### config.mk
export PLATFORM = sky130hd
export DESIGN_NAME = median_sar_estimator
export DESIGN_NICKNAME = d
export VERILOG_FILES = /design/src/rtl/median_pkg.sv /design/src/rtl/median_sar_lane.sv /design/src/rtl/median_sar_estimator.sv
export SDC_FILE = /design/constraint.sdc
export NUM_CORES = 1
export LEC_CHECK = 0
export BUFFER_PORTS_ARGS = -buffer_cell sky130_fd_sc_hd__buf_2
export CORE_ASPECT_RATIO = 1.4
export CORE_UTILIZATION = 40
export CTS_BUF_LIST = sky130_fd_sc_hd__clkbuf_4 sky130_fd_sc_hd__clkbuf_8 sky130_fd_sc_hd__clkbuf_16
export CTS_CLUSTER_DIAMETER = 120
export CTS_CLUSTER_SIZE = 30
export DETAILED_ROUTE_END_ITERATION = 10
export PLACE_DENSITY = 0.61
export SYNTH_ARGS = -nofsm -noshare
export SYNTH_HDL_FRONTEND = slang
export SYNTH_SLANG_ARGS = --single-unit
export TNS_END_PERCENT = 5
### constraint.sdc
create_clock -name clk -period 7.44 [get_ports clk]
set_input_delay 1.488 -clock clk [delete_from_list [all_inputs] [get_ports clk]]
set_output_delay 1.488 -clock clk [all_outputs]
set_load 0.03 [all_outputs]
### src/rtl/median_pkg.sv
// Shared definitions for the SAR median estimator: FSM encoding, window-width
// derivation and the saturating magnitude used by every lane.
package median_pkg;

    typedef enum logic [1:0] {
        ST_IDLE,
        ST_COUNT,
        ST_UPDATE,
        ST_OUTPUT
    } state_e;

    function automatic int win_log(input int max_win);
        return $clog2(max_win);
    endfunction

    // |x| in w-1 bits; the most negative code has no positive twin, so it clips.
    function automatic int sat_mag(input int x, input int w);
        int lim;
        lim = (1 << (w - 1)) - 1;
        if (x >= 0)
            return x;
        else if (-x > lim)
            return lim;
        else
            return -x;
    endfunction

endpackage

### src/rtl/median_sar_lane.sv
// One channel of the estimator: magnitude, trial compare, hit counter,
// estimate register and per-window bit decision.
module median_sar_lane
    import median_pkg::*;
#(
    parameter int ADC_WIDTH = 14,
    parameter int CW        = 11
) (
    input  logic                 clk,
    input  logic                 rst_n,
    input  logic                 clr_i,
    input  logic                 acc_i,
    input  logic                 upd_i,
    input  logic                 pub_i,
    input  logic [ADC_WIDTH-2:0] bit_i,
    input  logic [CW-1:0]        n_i,
    input  logic [ADC_WIDTH-1:0] sample_i,
    output logic [ADC_WIDTH-2:0] median_o,
    output logic [CW-1:0]        count_o,
    output logic                 aob_o
);
    localparam int MW = ADC_WIDTH - 1;

    logic [MW-1:0] mag, est_q, est_d, med_q;
    logic [CW-1:0] cnt_q, cnt_d, count_q;
    logic          aob_q, dec;

    always_comb begin
        mag   = MW'(sat_mag(int'($signed(sample_i)), ADC_WIDTH));
        // Strict majority only, so a tie leaves the bit clear (lower median).
        dec   = {cnt_q, 1'b0} > {1'b0, n_i};
        est_d = est_q;
        cnt_d = cnt_q;
        if (clr_i) begin
            est_d = '0;
            cnt_d = '0;
        end else if (upd_i) begin
            if (dec)
                est_d = est_q | bit_i;
            cnt_d = '0;
        end else if (acc_i && (mag >= (est_q | bit_i))) begin
            cnt_d = cnt_q + CW'(1);
        end
    end

    always_ff @(posedge clk or negedge rst_n) begin
        if (!rst_n) begin
            est_q   <= '0;
            cnt_q   <= '0;
            count_q <= '0;
            aob_q   <= 1'b0;
            med_q   <= '0;
        end else begin
            est_q <= est_d;
            cnt_q <= cnt_d;
            if (upd_i && !clr_i) begin
                count_q <= cnt_q;
                aob_q   <= dec;
            end
            if (pub_i)
                med_q <= est_d;
        end
    end

    assign median_o = med_q;
    assign count_o  = count_q;
    assign aob_o    = aob_q;

endmodule

### src/rtl/median_sar_estimator.sv
// Multi-channel streaming median estimator: one shared FSM walks the bits
// MSB-first, one window of N samples per bit, across NUM_CH lanes.
module median_sar_estimator
    import median_pkg::*;
#(
    parameter  int ADC_WIDTH       = 14,
    parameter  int NUM_CH          = 8,
    parameter  int MAX_WINDOW_SIZE = 1024,
    localparam int WIN_LOG         = win_log(MAX_WINDOW_SIZE)
) (
    input  logic                           clk,
    input  logic                           rst_n,
    input  logic                           en,
    input  logic                           start,
    input  logic                           continuous,
    input  logic [WIN_LOG-1:0]             window_size_cfg,
    input  logic                           s_valid,
    output logic                           s_ready,
    input  logic [ADC_WIDTH*NUM_CH-1:0]    s_data,
    output logic                           m_valid,
    input  logic                           m_ready,
    output logic [(ADC_WIDTH-1)*NUM_CH-1:0] m_median,
    output logic [(WIN_LOG+1)*NUM_CH-1:0]  m_count,
    output logic [NUM_CH-1:0]              a_or_b,
    output logic                           busy
);
    localparam int MW = ADC_WIDTH - 1;
    localparam int CW = WIN_LOG + 1;

    state_e             state_q, state_d;
    logic [WIN_LOG-1:0] cfg_q, samp_q;
    logic [MW-1:0]      bit_q;
    logic               restart_q;
    logic               go, acc, win_end, upd, pub, clr;
    logic [CW-1:0]      n;

    assign go      = en && (state_q == ST_IDLE) && (start || restart_q);
    assign s_ready = en && (state_q == ST_COUNT);
    assign acc     = s_valid && s_ready;
    assign win_end = acc && (samp_q == cfg_q);
    assign upd     = en && (state_q == ST_UPDATE);
    assign pub     = upd && bit_q[0];
    assign clr     = go || !en;
    assign n       = CW'(cfg_q) + CW'(1);
    assign busy    = (state_q != ST_IDLE);
    assign m_valid = (state_q == ST_OUTPUT);

    always_comb begin
        state_d = state_q;
        if (!en) begin
            state_d = ST_IDLE;
        end else begin
            case (state_q)
                ST_IDLE:   if (go) state_d = ST_COUNT;
                ST_COUNT:  if (win_end) state_d = ST_UPDATE;
                ST_UPDATE: state_d = bit_q[0] ? ST_OUTPUT : ST_COUNT;
                ST_OUTPUT: if (m_ready) state_d = ST_IDLE;
                default:   state_d = ST_IDLE;
            endcase
        end
    end

    always_ff @(posedge clk or negedge rst_n) begin
        if (!rst_n) begin
            state_q   <= ST_IDLE;
            cfg_q     <= '0;
            samp_q    <= '0;
            bit_q     <= '0;
            restart_q <= 1'b0;
        end else begin
            state_q   <= state_d;
            // A one-cycle flag lets IDLE relaunch the search after a handshake.
            restart_q <= en && (state_q == ST_OUTPUT) && m_ready && continuous;
            if (go) begin
                cfg_q <= window_size_cfg;
                bit_q <= {1'b1, {(MW-1){1'b0}}};
            end else if (upd) begin
                bit_q <= bit_q >> 1;
            end
            if (clr || win_end)
                samp_q <= '0;
            else if (acc)
                samp_q <= samp_q + WIN_LOG'(1);
        end
    end

    for (genvar c = 0; c < NUM_CH; c++) begin : g_lane
        median_sar_lane #(
            .ADC_WIDTH (ADC_WIDTH),
            .CW        (CW)
        ) u_lane (
            .clk      (clk),
            .rst_n    (rst_n),
            .clr_i    (clr),
            .acc_i    (acc),
            .upd_i    (upd),
            .pub_i    (pub),
            .bit_i    (bit_q),
            .n_i      (n),
            .sample_i (s_data[c*ADC_WIDTH +: ADC_WIDTH]),
            .median_o (m_median[c*MW +: MW]),
            .count_o  (m_count[c*CW +: CW]),
            .aob_o    (a_or_b[c])
        );
    end

endmodule

# Word level (Yosys, flattened, before mapping)
# Index checks and enable logic that the tools add are counted.
# totals
output_inout_bits,203
inputBits,129
ff_bits,428
wordCells,221
# op_classes
n_reduce_logical,37
n_eq_ne,7
bitwise,8
muxes,74
n_addsub,18
order_cmp,32
# op_table
cell,n
13-bit two-way mux,42
11-bit two-way mux,24
32-bit by 14-bit greater-than comparator with 1-bit output (second input constant),8
14-bit negator with 32-bit output,8
14-bit by 1-bit greater-or-equal comparator with 1-bit output (second input constant),8
13-bit greater-or-equal comparator,8
13-bit OR,8
12-bit by 11-bit greater-than comparator with 1-bit output,8
11-bit by 1-bit adder with 11-bit output (second input constant),8
3-bit nonzero test,8
10-bit two-way mux,2
1-bit logical AND,19
10-bit by 1-bit adder with 11-bit output (second input constant),1
10-bit by 1-bit adder with 10-bit output (second input constant),1
10-bit equality test,1
2-bit two-way mux,5
2-bit one-hot mux with 4 select lines,1
3-bit != test (second input constant),2
2-bit nonzero test,3
2-bit equality test (second input constant),2
1-bit logical OR,3
3-bit by 2-bit != test with 1-bit output (second input constant),1
3-bit AND reduction,1
2-bit by 1-bit equality test with 1-bit output (second input constant),1
2 further kinds,3

# Depth between registers and ports, before layout
# Gate-level depths: netlist of run 1.
# logic_depth
depth_word,9
ltp_mapped,23
mapped_depth_nobuf,21

# Cells and area by module
# Synthesis of run 1 repeated with hierarchy kept, for this count alone.
# hier_totals
hier_cells,2975
area_unflattened_um2,27418.8
# by_module_without_submodules
module,instances,seq_area_each_um2,cells_per_inst,area_per_inst_um2
median_sar_lane at g_lane[1].u_lane ...,6,1226.2,350,3213.1
median_sar_lane at g_lane[0].u_lane,1,1226.2,361,3193.1
median_sar_lane at g_lane[7].u_lane,1,1226.2,352,3131.8
median_sar_estimator,1,900.9,162,1815.5

# Worst setup path before layout of run 1
# No wires, ideal clock.
# synth_timing
path_kind,input port to flip-flop
from,input s_data[1]
to,register g_lane[0].u_lane.cnt_q[1]
required_ps,7362
n_path_buf,3
cell_stages,23
setup_ps,78
arrival_time_ps,6686
path_slack_ps,676
path_cell_list,inv_1 ha_1 or3b_4 or3_4 or3_4 or3_4 or3_1 ha_1 nor4b_1 nand4_1 o41ai_2 and2_1 buf_2 a31oi_1 ha_1 a211o_1 o211ai_1 a21oi_1 a211oi_1 clkbuf_1 clkbuf_1 o21ai_0 a21oi_1
# synth_between
elab_chain_len,7
word_cells_on_any_way,8
cone_classes,add/sub: 1; order compare: 3; mux: 2; reduce/logical: 2
# synth_rtl
item,line_no,source
start: declaration,median_sar_estimator.sv:19,"input logic [ADC_WIDTH*NUM_CH-1:0] s_data,"
14-bit negator with 32-bit output,median_pkg.sv:22,else if (-x > lim)
32-bit by 14-bit greater-than comparator with 1-bit output,median_pkg.sv:22,
13-bit two-way mux,median_pkg.sv:22,
13-bit two-way mux (*),median_pkg.sv:20,if (x >= 0)
13-bit greater-or-equal comparator (*),median_sar_lane.sv:41,end else if (acc_i && (mag >= (est_q | bit_i))) begin
1-bit logical AND (*),median_sar_lane.sv:41,
3-bit nonzero test (no source line) (*),n/a,
end signal: assignment,median_sar_lane.sv:55,cnt_q <= cnt_d;
end: declaration,median_sar_lane.sv:25,"logic [CW-1:0] cnt_q, cnt_d, count_q;"
# Every way passes the cells marked *; elsewhere a longest branch is shown, timed or not.
# A chain may end at the register's enable or synchronous reset.

# Worst setup path in the final report of run 1
# layout_timing
from,input s_data[85]
to,register g_lane[6].u_lane.cnt_q[0]
# layout_between
elab_chain_len,7
word_cells_on_any_way,8
cone_classes,add/sub: 1; order compare: 3; mux: 2; reduce/logical: 2
# layout_rtl
item,line_no
14-bit negator with 32-bit output,median_pkg.sv:22
32-bit by 14-bit greater-than comparator with 1-bit output,median_pkg.sv:22
13-bit two-way mux,median_pkg.sv:22
13-bit two-way mux (*),median_pkg.sv:20
13-bit greater-or-equal comparator (*),median_sar_lane.sv:41
1-bit logical AND (*),median_sar_lane.sv:41
3-bit nonzero test (no source line) (*),n/a
end signal: assignment,median_sar_lane.sv:55
end: declaration,median_sar_lane.sv:25
# Marks and branches as above.

==> impl_metrics.csv, run 1 <==
group,metric,value,unit
outcome,outcome,"completed",
setup_path,startpoint,"s_data[85]",
setup_path,cp_max_fo,13,
grt,grt_pass1_vias,21613,
cts,cts_resized,0,
floorplan,core-area,64300,um^2
floorplan,ios,332,
placement,io_buffer_count,331,
cts,cts_hold_buf,0,
power_and_ir_drop,total_power,4580,uW
floorplan,chipHeight,304,um
final_layout,area_growth,11.4,%
placement,globalplace.congestion,0.885,
floorplan,die_area,66100,um^2
logic_synthesis,ys_seq_area_share,41.2,%
logic_synthesis,yosys_register_bits,428,
logic_synthesis,yosys_warnings,0,
cts,path_clk_slew,130,ps
power_and_ir_drop,peakVddDrop,0.135,mV
detailed_routing,drtAntennaViolNets,0,
setup_path,arrival,7250,ps
floorplan,die_x,218,um
grt,antenna_found_initial,10,
cts,clock_latency,590,ps
logic_synthesis,ys.flop_type,"dfrtp_1",
logic_synthesis,yosysTopAreaCell,"dfrtp_1",
final_layout,final_common_cell,"nand2_1",
sta,post-route-min-period,6730,ps
logic_synthesis,yosys.area.top_type_share,41.2,%
setup_path,setup.worst_path.start_class,"primary input",
final_layout,drive_gt1_share,14.8,%
power_and_ir_drop,p_leak,0.0142,uW
detailed_routing,vias,23000,
sta,setup_tns,0,ps
setup_path,worstReg2RegStart,"cfg_q[0]$_DFFE_PN0P_",
sta,drv_slew,0,
sta,hold_viol,0,
sta,finalCritPeriodShare,90.5,%
grt,track_usage,25.3,%
logic_synthesis,synth_cell_types,82,
detailed_routing,first_iter_violations,1358,
detailed_routing,dr.pass1.iters,5,
sta,setup_viol_count_final,0,
cts,clockRootBuffer,"clkbuf_16",
grt,grt_pass1_wl,130000,um
sta,setup_slack,710,ps
logic_synthesis,synthCells,3005,
sta,relSlewSlack,25.4,%
detailed_routing,drc_errors,0,
sta,worst_pin_slew,1110,ps
placement,dp_slack,159,ps
logic_synthesis,syn_avg_cell_area,8.66,um^2
cts,h-tree-depth,1,
logic_synthesis,syn_nets,3360,
cts,cts-buffers-inserted,18,
floorplan,initial_utilization,40.5,%
setup_path,r2r_end,"g_lane[7].u_lane.median_o[9]$_DFFE_PN0P_",
setup_path,worst-setup-path-type,"in2reg",
logic_synthesis,synth_async_sr_flop_share,100,%
sta,rsz0062_at_grt,"no",
final_layout,fin_area,29000,um^2
setup_path,end_kind,"flop",
setup_path,worst_ep_required_time,7960,ps
run,max-cap-violations,0,
detailed_routing,wl_per_cell,20.8,um
setup_path,regToRegSetupSlack,2640,ps
setup_path,rr_worst_depth,11,
grt,grt_overflow_total,0,
detailed_routing,via_per_inst,5.64,
setup_path,cp-endpoint,"g_lane[6].u_lane.cnt_q[0]$_DFFE_PN0P_",
final_layout,mostFrequentLayoutCells,"nand2_1, dfrtp_1, nor2_1, buf_2, o21ai_0",
placement,dpl_cell_area,28500,um^2
cts,post_cts_buffers,0,
logic_synthesis,syn_area,26000,um^2
grt,grt_max_degree,162,
cts,cts_sinks,428,
final_layout,antenna_cells,0,
hold_path,hp-class,"reg2reg",
sta,max_freq,149,MHz
logic_synthesis,synth_area_leaders,"dfrtp_1, ha_1, nand2_1, nor2_1, o21ai_0",
placement,dp_hpwl,62600,um
detailed_routing,wl,85000,um
final_layout,layout.nets,3593,
floorplan,rows,110,
cts,tritoncts,"done",
power_and_ir_drop,power_density,158,nW/um^2
logic_synthesis,synth-edff-count,0,
sta,fin_skew,39.0,ps
cts,clock_tree.buffer_depth,3,
[logic make-up after synthesis]
logic type	share of synthesized area [%]
adders and majority gates	10.9
DFF	41.2
AOI/OAI and AO/OA	17.6
and+or+nand+nor	22.3
xor gates and xnor gates	1.78
muxes	2.71
buffers and inverters	3.57
[metrics by stage]
stage	utilization (%)	instances	hold slack (ps)
6_report	45.1	4078	483
5_1_grt	45.1	4078	504
4_1_cts	45.1	4078	490
3_5_place_dp	44.3	4058	458
3_3_place_gp	44.3	4058	454
2_1_floorplan	-	3005	447
[routing by layer]
metal  part of all wire [%]  vias up  GRT usage [%]
li1                       -    11151              -
met4                    3.4        6           8.09
met1                     43    11163           33.3
met3                    4.6      123           2.73
met2                     49      557           43.2
met5                  0.044        -              0
[critical path: stages]
cell and delay (ps):
buf_2 110, inv_1 70, ha_1 180, or3b_1 400, or4b_4 520, or2_2 340
nor3_2 200, nand2_1 90, ha_1 270, and4b_1 200, nand4b_1 110, o31ai_1 240
buf_4 230, and2_1 360, a31oi_1 150, ha_1 330, a211oi_1 250, nor2_1 80
a2111oi_0 260, o21ai_0 410, a21oi_1 690, mux2_2 270
[sequential cells by signal, summed over array words and instances, names as in the netlist]
| register | flops |
|---|---|
| g_lane.u_lane.aob_o | 8 |
| cfg_q | 10 |
| samp_q | 10 |
| g_lane.u_lane.count_o | 88 |
| g_lane.u_lane.est_q | 104 |
| restart_q | 1 |
| bit_q | 13 |
| state_q | 2 |
| g_lane.u_lane.cnt_q | 88 |
| g_lane.u_lane.median_o | 104 |
[report_power, final]
| group | internal, uW | switching, uW | total (uW) |
|---|---|---|---|
| Combinational | 333 | 565 | 897 |
| Sequential | 2350 | 73.2 | 2420 |
| Clock | 472 | 785 | 1260 |
| Total | 3150 | 1420 | 4580 |
[Yosys cell counts (all sizes together), types with 10 or more instances]
| cell | n |
|---|---|
| xnor2 | 34 |
| mux2 | 19 |
| nor2b | 19 |
| nand2 | 528 |
| or2 | 20 |
| o21ai | 245 |
| a211oi | 18 |
| a2111oi | 16 |
| or3 | 47 |
| o21a | 23 |
| buf | 31 |
| a21o | 35 |
| clkbuf | 132 |
| o22a | 18 |
| nand4 | 28 |
| ha | 226 |
| a31oi | 107 |
| dfrtp | 428 |
| and3 | 32 |
| and2 | 19 |
| a211o | 10 |
| o31ai | 28 |
| nand3 | 72 |
| nor2 | 350 |
| or4 | 29 |
| mux2i | 49 |
| o211ai | 13 |
| nor3 | 29 |
| inv | 66 |
| xor2 | 19 |
| nand2b | 28 |
| a21oi | 168 |
| nor4 | 18 |
[worst min path at each step]
| stage | from | depth (start not counted) | endpoint |
|---|---|---|---|
| 6_report | g_lane[7].u_lane.count_o[3]$_DFFE_PN0P_ | 2 | g_lane[7].u_lane.count_o[3]$_DFFE_PN0P_ |
| 5_1_grt | g_lane[3].u_lane.count_o[10]$_DFFE_PN0P_ | 2 | g_lane[3].u_lane.count_o[10]$_DFFE_PN0P_ |
| 4_1_cts | g_lane[7].u_lane.count_o[0]$_DFFE_PN0P_ | 2 | g_lane[7].u_lane.count_o[0]$_DFFE_PN0P_ |
| 3_5_place_dp | g_lane[7].u_lane.count_o[0]$_DFFE_PN0P_ | 2 | g_lane[7].u_lane.count_o[0]$_DFFE_PN0P_ |
| 3_3_place_gp | g_lane[6].u_lane.count_o[0]$_DFFE_PN0P_ | 2 | g_lane[6].u_lane.count_o[0]$_DFFE_PN0P_ |
| 2_1_floorplan | g_lane[0].u_lane.aob_o$_DFFE_PN0P_ | 2 | g_lane[0].u_lane.aob_o$_DFFE_PN0P_ |
[cell type report]
type,instances,area [um^2]
clock inverter,1,30.0
inverter,66,248
timing repair buffer,376,2030
clock buffer,19,475
sequential,428,10700
multi-input combinational,2348,14400
fill,6477,35300
tap,840,1050
Note: power is estimated with default switching activity, not from simulation.
==> run 2: changes to the inputs <==
--- a/config.mk
+++ b/config.mk
@@ -13,6 +13,7 @@
 export CTS_CLUSTER_SIZE = 30
 export DETAILED_ROUTE_END_ITERATION = 10
 export PLACE_DENSITY = 0.61
+export SLEW_MARGIN = 5
 export SYNTH_ARGS = -nofsm -noshare
 export SYNTH_HDL_FRONTEND = slang
 export SYNTH_SLANG_ARGS = --single-unit
==> constraint.sdc (replaced) <==
create_clock -name clk -period 6.75 [get_ports clk]
set_input_delay 1.35 -clock clk [delete_from_list [all_inputs] [get_ports clk]]
set_output_delay 1.35 -clock clk [all_outputs]
set_load 0.03 [all_outputs]
==> impl_metrics.csv, run 2 (synthesis gave the netlist of run 1 again) <==
group,metric,value,unit
setup_path,worst_ep_required_time,7230,ps
power_and_ir_drop,peakVddDrop,0.158,mV
detailed_routing,vias,23182,
final_layout,area_growth,12.5,%
cts,h-tree-depth,1,
floorplan,die_area,66100,um^2
cts,cts-buffers-inserted,18,
final_layout,layout.nets,3625,
power_and_ir_drop,p_leak,0.0143,uW
hold_path,min_from,"g_lane[7].u_lane.aob_o$_DFFE_PN0P_",
cts,clock_latency,570,ps
placement,io_buffer_count,331,
sta,rsz0062_at_grt,"no",
detailed_routing,via_per_inst,5.64,
grt,grt_max_degree,164,
setup_path,path_delay_family,"simple AND/OR/NAND/NOR gates",
cts,cts_resized,0,
grt,track_usage,25.8,%
cts,cts_hold_buf,0,
floorplan,chipHeight,304,um
detailed_routing,dr.pass1.iters,6,
grt,grt_overflow_total,0,
sta,setup_tns,0,ps
floorplan,die_x,218,um
sta,worst_pin_slew,1130,ps
cts,tritoncts,"done",
setup_path,startpoint,"s_data[1]",
detailed_routing,drtAntennaViolNets,0,
detailed_routing,drc_errors,0,
final_layout,final_common_cell,"nand2_1",
setup_path,cp_cell_sequence,"buf_2 > inv_1 > ha_1 > or3b_4 > or3_4 > or3_4 > or3_4 > or3_1 > ha_1 > nor4b_1 > nand4_1 > buf_4 > o41a_1 > buf_4 > o21ai_0 > nor2b_1 > a31oi_1 > ha_1 > o21ai_0 > a21oi_1 > a211oi_2 > buf_12 > or4_1 > a21oi_1",
setup_path,crit_buf_inv,5,
setup_path,end_kind,"flop",
setup_path,max_stage_delay,510,ps
hold_path,hp-class,"reg2reg",
setup_path,cp_max_fo,21,
sta,finalCritPeriodShare,94.2,%
setup_path,worstReg2RegStart,"cfg_q[1]$_DFFE_PN0P_",
detailed_routing,wl_per_cell,20.9,um
sta,relSlewSlack,24.9,%
placement,dp_hpwl,63600,um
run,max-cap-violations,0,
floorplan,initial_utilization,40.5,%
floorplan,rows,110,
grt,grt_pass1_vias,22162,
sta,drv_slew,0,
outcome,outcome,"completed",
setup_path,worst-setup-path-type,"in2reg",
cts,cts_sinks,428,
final_layout,fin_area,29300,um^2
floorplan,core-area,64300,um^2
power_and_ir_drop,power_density,174,nW/um^2
cts,post_cts_buffers,0,
sta,setup_viol_count_final,0,
floorplan,ios,332,
sta,fin_skew,34.6,ps
placement,dpl_cell_area,28800,um^2
setup_path,crit_slowest_cell,"or4_1",
sta,post-route-min-period,6360,ps
grt,antenna_found_initial,11,
final_layout,drive_gt1_share,15.7,%
sta,max_freq,157,MHz
cts,clockRootBuffer,"clkbuf_16",
setup_path,arrival,6840,ps
grt,grt_pass1_wl,132000,um
final_layout,mostFrequentLayoutCells,"nand2_1, dfrtp_1, nor2_1, buf_2, o21ai_0",
detailed_routing,first_iter_violations,1438,
detailed_routing,wl,86100,um
sta,hold_viol,0,
cts,path_clk_slew,110,ps
cts,clock_tree.buffer_depth,3,
placement,globalplace.congestion,0.902,
setup_path,setup.worst_path.start_class,"primary input",
run 2: changes by cell type in the layout (fill, tap and decap cells not counted), sizes merged:
cell / change
diode: +3
buf: +32
run 2: tightest hold or removal path, delay by kind of cell, from the launching register on:
kind	cells	cell delay [ps]
DFF	1	360
AOI/OAI and AO/OA	1	60
and+or+nand+nor	1	40
run 2: final timing paths:
kind / to / cells after the start / slack [ps]
worst max register to register: g_lane[4].u_lane.median_o[5]$_DFFE_PN0P_ / 13 / 2320
worst min-delay path: g_lane[7].u_lane.aob_o$_DFFE_PN0P_ / 2 / 480
min in group asynchronous: g_lane[6].u_lane.count_o[4]$_DFFE_PN0P_ / 1 / 710
worst min register to register: g_lane[7].u_lane.aob_o$_DFFE_PN0P_ / 2 / 480
worst max-delay path: g_lane[0].u_lane.cnt_q[5]$_DFFE_PN0P_ / 24 / 390
max in group asynchronous: g_lane[7].u_lane.median_o[5]$_DFFE_PN0P_ / 2 / 4510
run 2: where the power goes:
part           internal, uW  switching (uW)  leakage, uW
Sequential             2590            75.4      0.00595
Clock                   520             870     0.000246
Combinational           380             646      0.00813
run 2: per-layer routing:
metal	GRT usage, %	vias to the layer above	routed length, um
met5	0	-	47
met2	44.2	595	41900
met4	8.01	8	2810
met3	3.17	128	4110
li1	-	11217	-
met1	33.6	11234	37200
run 2: cell type report:
cell class / instances / area, um^2
Antenna cell: 3 / 7.51
Timing Repair Buffer: 408 / 2290
Sequential cell: 428 / 10700
Tap cell: 840 / 1050
Multi-Input combinational cell: 2348 / 14500
Inverter: 66 / 248
Clock inverter: 1 / 30.0
Fill cell: 6440 / 35000
Clock buffer: 19 / 475
run 2: per-stage QoR:
| step | std cells | util [%] | power, uW | setup WS [ps] | hold slack [ps] |
|---|---|---|---|---|---|
| after floorplan | 3005 | - | 3300 | 124 | 447 |
| after global placement | 4090 | 44.7 | 3730 | -49.0 | 455 |
| after detailed placement | 4090 | 44.7 | 3740 | -127 | 458 |
| after CTS | 4110 | 45.5 | 5140 | 467 | 487 |
| after global routing | 4112 | 45.5 | 5330 | 61.6 | 506 |
| final | 4113 | 45.5 | 5080 | 393 | 484 |
